==> src/rtl/data_swapper_stream_64_if.sv <==
// Stream bundle around the lane swapper: upstream beat (i_*) and downstream beat (o_*).
// The slave modport is the swapper's view, the master modport is the surrounding environment's view.
interface data_swapper_stream_64_if;
    logic [63:0] i_tdata;
    logic [2:0]  i_tuser;
    logic        i_tlast;
    logic        i_tvalid;
    logic        i_tready;
    logic [63:0] o_tdata;
    logic [2:0]  o_tuser;
    logic        o_tlast;
    logic        o_tvalid;
    logic        o_tready;

    modport slave (
        input  i_tdata, i_tuser, i_tlast, i_tvalid,
        output i_tready,
        output o_tdata, o_tuser, o_tlast, o_tvalid,
        input  o_tready
    );

    modport master (
        output i_tdata, i_tuser, i_tlast, i_tvalid,
        input  i_tready,
        input  o_tdata, o_tuser, o_tlast, o_tvalid,
        output o_tready
    );
endinterface

==> src/rtl/data_swapper_stream_64.sv <==
// 64-bit stream lane swapper: per-packet swap config, one-cycle latency, output register plus
// one skid register so the upstream ready can be a flop while sustaining full throughput.
module data_swapper_stream_64 (
    input  logic        clk,
    input  logic        reset_n,
    input  logic        clear,
    input  logic [2:0]  swap_lanes,
    output logic [31:0] pkt_count,
    data_swapper_stream_64_if.slave bus
);
    localparam int DATA_W = 64;

    typedef enum logic {IDLE, IN_PKT} state_t;

    state_t              state_q, state_d;
    logic [2:0]          cfg_q, cfg_d;
    logic [2:0]          lanes_p0;
    logic                vld_p0;
    logic                out_fire;
    logic [DATA_W-1:0]   data_p0;

    logic [DATA_W-1:0]   data_p1;
    logic [2:0]          user_p1;
    logic                last_p1;
    logic                vld_p1, vld_p1_d;
    logic [DATA_W-1:0]   skid_data_p1;
    logic [2:0]          skid_user_p1;
    logic                skid_last_p1;
    logic                skid_vld_p1, skid_vld_p1_d;
    logic                load_out, out_from_skid, load_skid;
    logic                rdy_q;
    logic [31:0]         pkt_cnt_q;

    // Swaps compose in a fixed order: halves, then 16-bit words, then bytes.
    function automatic logic [DATA_W-1:0] lane_swap(input logic [DATA_W-1:0] d,
                                                    input logic [2:0] sel);
        logic [DATA_W-1:0] x;
        x = d;
        if (sel[2]) x = {x[31:0], x[63:32]};
        if (sel[1]) x = {x[47:32], x[63:48], x[15:0], x[31:16]};
        if (sel[0]) x = {x[55:48], x[63:56], x[39:32], x[47:40],
                         x[23:16], x[31:24], x[7:0],   x[15:8]};
        return x;
    endfunction

    // ---- p0: accept and swap ----
    assign vld_p0   = bus.i_tvalid & rdy_q;
    assign out_fire = vld_p1 & bus.o_tready;
    assign lanes_p0 = (state_q == IDLE) ? swap_lanes : cfg_q;
    assign data_p0  = lane_swap(bus.i_tdata, lanes_p0);

    always_comb begin
        state_d = state_q;
        cfg_d   = cfg_q;
        case (state_q)
            IDLE: begin
                if (vld_p0) begin
                    cfg_d = swap_lanes;
                    if (!bus.i_tlast) state_d = IN_PKT;
                end
            end
            IN_PKT: begin
                if (vld_p0 && bus.i_tlast) state_d = IDLE;
            end
            default: state_d = IDLE;
        endcase
        if (clear) state_d = IDLE;
    end

    // Skid is only written while the output holds a stalled beat; it always drains first.
    always_comb begin
        vld_p1_d      = vld_p1;
        skid_vld_p1_d = skid_vld_p1;
        load_out      = 1'b0;
        out_from_skid = 1'b0;
        load_skid     = 1'b0;
        if (!vld_p1 || out_fire) begin
            if (skid_vld_p1) begin
                load_out      = 1'b1;
                out_from_skid = 1'b1;
                vld_p1_d      = 1'b1;
                skid_vld_p1_d = 1'b0;
            end else if (vld_p0) begin
                load_out = 1'b1;
                vld_p1_d = 1'b1;
            end else begin
                vld_p1_d = 1'b0;
            end
        end else if (vld_p0) begin
            load_skid     = 1'b1;
            skid_vld_p1_d = 1'b1;
        end
        if (clear) begin
            vld_p1_d      = 1'b0;
            skid_vld_p1_d = 1'b0;
            load_out      = 1'b0;
            load_skid     = 1'b0;
        end
    end

    // ---- p1: output register and skid register ----
    always_ff @(posedge clk or negedge reset_n) begin
        if (!reset_n) begin
            state_q     <= IDLE;
            cfg_q       <= 3'b000;
            vld_p1      <= 1'b0;
            skid_vld_p1 <= 1'b0;
            rdy_q       <= 1'b0;
            pkt_cnt_q   <= 32'd0;
            data_p1     <= '0;
            user_p1     <= 3'b000;
            last_p1     <= 1'b0;
        end else begin
            state_q     <= state_d;
            cfg_q       <= cfg_d;
            vld_p1      <= vld_p1_d;
            skid_vld_p1 <= skid_vld_p1_d;
            rdy_q       <= ~skid_vld_p1_d;
            if (clear)
                pkt_cnt_q <= 32'd0;
            else if (out_fire && last_p1)
                pkt_cnt_q <= pkt_cnt_q + 32'd1;
            if (load_out) begin
                data_p1 <= out_from_skid ? skid_data_p1 : data_p0;
                user_p1 <= out_from_skid ? skid_user_p1 : bus.i_tuser;
                last_p1 <= out_from_skid ? skid_last_p1 : bus.i_tlast;
            end
        end
    end

    always_ff @(posedge clk) begin
        if (load_skid) begin
            skid_data_p1 <= data_p0;
            skid_user_p1 <= bus.i_tuser;
            skid_last_p1 <= bus.i_tlast;
        end
    end

    assign bus.i_tready = rdy_q;
    assign bus.o_tdata  = data_p1;
    assign bus.o_tuser  = user_p1;
    assign bus.o_tlast  = last_p1;
    assign bus.o_tvalid = vld_p1;
    assign pkt_count    = pkt_cnt_q;
endmodule
==> src/flat_wrapper.sv <==
// flat-port wrapper written by rule: the top's interface ports become plain ports
module data_swapper_stream_64_flat 
  (clk, reset_n, clear, swap_lanes, pkt_count, bus_i_tdata, bus_i_tuser, bus_i_tlast, bus_i_tvalid, bus_i_tready, bus_o_tdata, bus_o_tuser, bus_o_tlast, bus_o_tvalid, bus_o_tready);
  data_swapper_stream_64_if bus_i ();
  input  logic clk;
  input  logic reset_n;
  input  logic clear;
  input  logic [2:0] swap_lanes;
  output logic [31:0] pkt_count;
  input wire logic [$bits(bus_i.i_tdata)-1:0] bus_i_tdata;
  input wire logic [$bits(bus_i.i_tuser)-1:0] bus_i_tuser;
  input wire logic [$bits(bus_i.i_tlast)-1:0] bus_i_tlast;
  input wire logic [$bits(bus_i.i_tvalid)-1:0] bus_i_tvalid;
  output wire logic [$bits(bus_i.i_tready)-1:0] bus_i_tready;
  output wire logic [$bits(bus_i.o_tdata)-1:0] bus_o_tdata;
  output wire logic [$bits(bus_i.o_tuser)-1:0] bus_o_tuser;
  output wire logic [$bits(bus_i.o_tlast)-1:0] bus_o_tlast;
  output wire logic [$bits(bus_i.o_tvalid)-1:0] bus_o_tvalid;
  input wire logic [$bits(bus_i.o_tready)-1:0] bus_o_tready;
  assign bus_i.i_tdata = bus_i_tdata;
  assign bus_i.i_tuser = bus_i_tuser;
  assign bus_i.i_tlast = bus_i_tlast;
  assign bus_i.i_tvalid = bus_i_tvalid;
  assign bus_i_tready = bus_i.i_tready;
  assign bus_o_tdata = bus_i.o_tdata;
  assign bus_o_tuser = bus_i.o_tuser;
  assign bus_o_tlast = bus_i.o_tlast;
  assign bus_o_tvalid = bus_i.o_tvalid;
  assign bus_i.o_tready = bus_o_tready;
  data_swapper_stream_64 u_core (.clk(clk), .reset_n(reset_n), .clear(clear), .swap_lanes(swap_lanes), .pkt_count(pkt_count), .bus(bus_i));
endmodule
==> config.mk <==
export PLATFORM = sky130hd
export DESIGN_NAME = data_swapper_stream_64_flat
export DESIGN_NICKNAME = d
export VERILOG_FILES = /design/src/rtl/data_swapper_stream_64_if.sv /design/src/rtl/data_swapper_stream_64.sv /design/src/flat_wrapper.sv
export SDC_FILE = /design/constraint.sdc
export NUM_CORES = 1
export LEC_CHECK = 0
export ABC_AREA = 1
export BUFFER_PORTS_ARGS = -buffer_cell sky130_fd_sc_hd__buf_2
export CAP_MARGIN = 20
export CELL_PAD_IN_SITES_DETAIL_PLACEMENT = 1
export CELL_PAD_IN_SITES_GLOBAL_PLACEMENT = 1
export CORE_UTILIZATION = 42
export CTS_CLUSTER_SIZE = 16
export DETAILED_ROUTE_END_ITERATION = 8
export GPL_TIMING_DRIVEN = 0
export PLACE_DENSITY = 0.79
export SYNTH_ARGS = -nofsm -noshare
export SYNTH_HDL_FRONTEND = slang
export SYNTH_SLANG_ARGS = --single-unit
==> constraint.sdc <==
create_clock -name clk -period 4.61 [get_ports clk]
set_input_delay 0.2305 -clock clk [delete_from_list [all_inputs] [get_ports clk]]
set_output_delay 0.2305 -clock clk [all_outputs]
set_load 0.02 [all_outputs]
==> results of run 1 <==
==> state kept, by name (all words and copies together) (netlist names) <==
name	flops
u_core.skid_data_p1	64
u_core.cfg_q	3
u_core.pkt_count	32
u_core.bus.o_tvalid	1
u_core.bus.o_tuser	3
u_core.bus.o_tdata	64
u_core.state_q	1
u_core.skid_last_p1	1
u_core.bus.i_tready	1
u_core.bus.o_tlast	1
u_core.skid_user_p1	3
u_core.skid_vld_p1	1
==> path summary, 6_finish.rpt <==
| kind | end | slack (ps) | depth (start not counted) |
|---|---|---|---|
| min in group asynchronous | u_core.bus.o_tuser[1] | 320 | 2 |
| worst max-delay path | u_core.bus.o_tdata[33] | 2210 | 9 |
| max in group asynchronous | u_core.bus.o_tdata[51] | 3510 | 3 |
| worst min register to register | u_core.bus.o_tdata[63] | 480 | 2 |
| worst max register to register | u_core.bus.o_tdata[33] | 2210 | 9 |
| worst min-delay path | u_core.cfg_q[0] | 30 | 2 |
==> worst max-delay path, cell delays in order (launching register included) <==
cell and delay (ps):
dfrtp_1 400, inv_1 60, nor2_1 80, inv_1 120, nand2_1 320, buf_4 280
clkbuf_1 580, nand3_1 150, nand2_1 180, nand2_1 80
==> cell families after synthesis <==
group | count (synthesis) | share of synthesized area (%)
AND/OR/NAND/NOR | 1070 | 46.4
flip-flops | 175 | 44.2
buffers and inverters | 132 | 6.77
AO/OA/AOI/OAI | 40 | 2.24
XOR/XNOR | 1 | 0.0821
multiplexers | 1 | 0.106
adder cells (fa/ha/maj) | 1 | 0.117
==> area by class of cell <==
type                    instances  share of cell area [%]
multi-input cells            1113                    41.3
clock buffers                  17                    3.36
flip-flops and latches        175                    37.3
well taps                     324                    3.20
plain buffers                  83                    4.23
inverters                      49                    1.47
clock inverters                15                    1.17
repair buffers                185                    7.95
==> power breakdown <==
group          internal [W]  switching, W
Combinational      0.000466       0.00103
Sequential          0.00181     0.0000905
Clock              0.000723      0.000757
==> through the flow <==
stage	worst slack (ps)	TNS, ps
2_1_floorplan	428	0
3_3_place_gp	-1180	-79560
3_5_place_dp	2290	0
4_1_cts	2200	0
5_1_grt	2030	0
6_report	2210	0
==> cell usage in the layout, fill, tap and decap left out, drive strengths merged <==
master,n
nand3,475
nand2,369
buf,240
nor2,209
dfrtp,107
edfxtp,68
inv,56
clkbuf,40
o21ai,19
a21oi,16
nand4,10
clkinv,6
nor3,5
dlygate4sd3,5
o31ai,3
clkinvlp,2
or2,1
mux2,1
xor2,1
nor4,1
a31o,1
a31oi,1
ha,1
==> per-layer routing <==
layer / wire length [um] / share of wire (%)
met5: 0 / 0
met4: 1470 / 3.5
met3: 2250 / 5.3
met2: 21000 / 49
met1: 17900 / 42
==> timing repair <==
action,in CTS,in global routing
endpoints found under the hold margin,43,0
hold buffers,5,0
buffers inserted,0,0
==> impl_metrics.yaml, run 1 <==
detailed_routing:
  drtIter0Drc: 808
  totalWireLength_mm: 42.6
  wl_per_cell_um: 21.7
  ant_nets: 0
  vias_per_cell: 5.69
  drc: 0
  drt_pass1_iterations: 5
  vias: 11200
cts:
  numCtsBuffers: 17
  htree_levels: 4
  cts_root_buffer: "clkbuf_16"
  cts_resized: 0
  cts_tree: "built"
  clk_path_buf_depth: 2
  cts.clk_slew.worst_paths_ps: 90
  cts.sinks: 175
  clock_latency_ps: 460
timing:
  maxSlewViolCount: 0
  period_share_pct: 52.0
  rsz0062_at_grt: "no"
  finalCriticalPeriod_ps: 2400
  final-hold-violation-count: 0
  max-slew-margin-rel_pct: 47.9
  setup_viol: 0
  fmax_mhz: 417
  whs_ps: 27.4
  worst_slew_pin_slew_ps: 782
  finClkSkew_ps: 31.3
grt:
  use_met3_pct: 5.19
  use_met2_pct: 57.4
  grt_first_pass_wirelength_mm: 65.4
  grt-busiest-layer: "met2"
  overflow: 0
  grt_pass1_vias: 11800
  grt_max_degree: 69
  antenna_found_initial: 0
  grt.total_usage_pct: 33.4
  grt.met1_usage_pct: 42.0
cells_and_area:
  multi_input_area_mm2: 0.00523
  fin_util_pct: 51.5
  drive_gt1_share_pct: 20.7
  area_growth_syn_to_layout_pct: 18.7
  ff_latch_area_mm2: 0.00472
  final_nets: 1701
  layout.cells.non_filler: 1961
  finalInstanceArea_mm2: 0.0127
  diodes: 0
  n_fill_cell: 3187
synthesis:
  syn_nets: 1497
  synth_top_cells_by_area: "dfrtp_1 25%, nand3_1 19%, edfxtp_1 19%"
  yosys_warnings: 0
  avgSynthCellArea_um2: 7.51
  syn_inst: 1420
  async_reset_ff_share_pct: 61.1
  syn_area_mm2: 0.0107
  synth_edf_count: 68
  synth_common_cells: "415 x nand3_1, 367 x nand2_1, 208 x nor2_1"
  synth.most_common_cell: "nand3_1"
  synth_top_cell_by_area: "dfrtp_1"
  yosysSeqAreaShare_pct: 44.2
  synth_cell_types: 32
  synth-main-ff-cell: "dfrtp_1"
  ys_seq_elements: 175
  yosys.area.top_type_share_pct: 25.1
floorplan:
  die_height_um: 161
  rows: 57
  die_w_um: 161
  core_mm2: 0.0246
  ioPinCount: 178
  die_area_mm2: 0.0260
  initial_utilization_pct: 43.4
worst_setup_path:
  path_class: "reg -> reg"
  end_kind: "flop"
  critPathLaunch: "u_core.bus.o_tvalid"
  cp-start-kind: "flop"
  required_ps: 4930
  arrival_ps: 2720
  crit_path_max_fanout: 10
  reg2reg_from: "u_core.bus.o_tvalid"
power:
  p_total_w: 0.00488
  power.density_mw_per_mm2: 385
  leakage_nw: 6.27
  ir_worst_vdd_mv: 0.179
placed_design:
  dp_cells: 1924
  post_dp_cell_area_mm2: 0.0120
  dp_hpwl_mm: 33.2
  port_buffers: 177
  gp_congestion: 0.947
run_status:
  status: "complete, no violations"
min_path:
  min_from: "swap_lanes[0]"
  hp-class: "in -> reg"
run:
  drv_cap: 0
Power figures use the tool's default switching activity.
==> run 2, diff against run 1 <==
==> constraint.sdc (replaced) <==
create_clock -name clk -period 2.5 [get_ports clk]
set_input_delay 0.125 -clock clk [delete_from_list [all_inputs] [get_ports clk]]
set_output_delay 0.125 -clock clk [all_outputs]
set_load 0.02 [all_outputs]
==> impl_metrics.yaml, run 2 (synthesis results as in run 1) <==
run_status:
  status: "complete, no violations"
run:
  drv_cap: 0
cells_and_area:
  layout_common_cells: "415 x nand3_1, 367 x nand2_1, 216 x buf_2"
  final_nets: 1703
  layout_commonest_cell: "nand3_1"
  drive_gt1_share_pct: 20.7
  diodes: 0
  area_growth_syn_to_layout_pct: 19.0
placed_design:
  port_buffers: 177
  place_ws_ps: 152
  gp_congestion: 0.964
  dp_hpwl_mm: 32.5
worst_setup_path:
  cp_common_cell: "nand2_1"
  arrival_ps: 2640
  cp_slowest_stage_delay_ps: 510
  cp_cell_sequence: "inv_1, nor2_1, inv_1, nand2_1, buf_4, clkbuf_1, nand3_1, nand2_1, nand2_1"
  required_ps: 2820
  crit_slowest_cell: "clkbuf_1"
  path_class: "reg -> reg"
  crit_path_max_fanout: 10
  cp-start-kind: "flop"
  end_kind: "flop"
grt:
  grt_max_degree: 60
  overflow: 0
  grt_first_pass_wirelength_mm: 64.6
  antenna_found_initial: 0
  grt_pass1_vias: 11700
  grt.total_usage_pct: 32.8
detailed_routing:
  ant_nets: 0
  drtIter0Drc: 862
  drc: 0
  vias: 11100
  wl_per_cell_um: 21.3
  drt_pass1_iterations: 5
  vias_per_cell: 5.66
  totalWireLength_mm: 41.8
min_path:
  hp-class: "in -> reg"
timing:
  finalCriticalPeriod_ps: 2320
  max-slew-margin-rel_pct: 46.0
  maxSlewViolCount: 0
  setup_ws_ps: 182
  rsz0062_at_grt: "no"
  tns_ps: 0
  final-hold-violation-count: 0
  setup_viol: 0
  fmax_mhz: 431
  whs_ps: 6.75
  finClkSkew_ps: 17.5
  period_share_pct: 92.7
  worst_slew_pin_slew_ps: 809
cts:
  cts.clk_slew.worst_paths_ps: 80
  post-cts-setup-buffers: 0
  cts.sinks: 175
  clk_path_buf_depth: 2
  numCtsBuffers: 17
  clock_latency_ps: 450
  htree_levels: 4
  cts_tree: "built"
  cts_root_buffer: "clkbuf_16"
floorplan:
  rows: 57
  ioPinCount: 178
  core_mm2: 0.0246
  initial_utilization_pct: 43.4
  die_w_um: 161
  die_height_um: 161
  die_area_mm2: 0.0260
power:
  ir_worst_vdd_mv: 0.364
  p_total_w: 0.00902
  power.density_mw_per_mm2: 711
  leakage_nw: 6.29
-- run 2: changes by cell type in the layout (fill, tap and decap cells not counted) --
cell / previous run / this run
clkbuf_2: 0 / 1
dlygate4sd3_1: 5 / 7
buf_1: 4 / 3
clkinv_4: 3 / 4
clkinv_8: 1 / 3
clkinv_2: 1 / 0
clkinvlp_4: 2 / 0
inv_8: 6 / 4
inv_6: 2 / 4
-- run 2: layout make-up --
class | count | area (um^2)
sequential | 175 | 4720
fill | 3189 | 11900
clock inverter | 15 | 164
multi-input combinational | 1113 | 5230
clock buffer | 17 | 425
inverter | 49 | 186
tap | 324 | 405
timing repair buffer | 187 | 1030
buffer | 83 | 537
-- run 2: through the flow --
step	utilization, %	area, um^2	std cells
3_5_place_dp	48.9	12000	1924
3_3_place_gp	48.6	12000	1921
4_1_cts	51.6	12700	1963
6_report	51.6	12700	1963
5_1_grt	51.6	12700	1963
2_1_floorplan	-	10700	1420
-- run 2: worst max-delay path: cells and delay by family, from the launching register on --
family	cells	cell delay [ps]
simple gates	5	790
buf+inv	4	970
flops	1	420
-- run 2: metal layers --
| metal | wire (um) | GRT usage, % | vias up |
|---|---|---|---|
| met4 | 1180 | 11.5 | 0 |
| met5 | 0 | 0 | - |
| met2 | 20500 | 56.2 | 369 |
| met3 | 2190 | 5.78 | 77 |
| li1 | - | - | 5208 |
| met1 | 17800 | 41.4 | 5456 |
-- run 2: worst paths after layout --
| path | from | to | slack [ps] | depth (start not counted) |
|---|---|---|---|---|
| max reg2reg | u_core.bus.o_tvalid | u_core.bus.o_tdata[33] | 180 | 9 |
| min | swap_lanes[2] | u_core.cfg_q[2] | 7 | 3 |
| min reg2reg | u_core.bus.o_tdata[10] | u_core.bus.o_tdata[10] | 480 | 2 |
| min in group asynchronous | reset_n | u_core.bus.o_tuser[0] | 310 | 2 |
| max | u_core.bus.o_tvalid | u_core.bus.o_tdata[33] | 180 | 9 |
| max in group asynchronous | reset_n | u_core.bus.o_tdata[44] | 1450 | 3 |
-- run 2: where the power goes --
part           internal [W]  leakage [nW]  switching, W  total (W)
combinational      0.000862          4.01       0.00188    0.00274
sequential          0.00334          1.99      0.000162    0.00350
clock               0.00135         0.289       0.00143    0.00278
total               0.00555          6.29       0.00347    0.00902
-- run 2: what timing repair did --
action,in CTS,in global routing
setup endpoints to repair,0,1
hold buffers,7,0
hold endpoints to repair,65,0
gates resized for setup,0,1
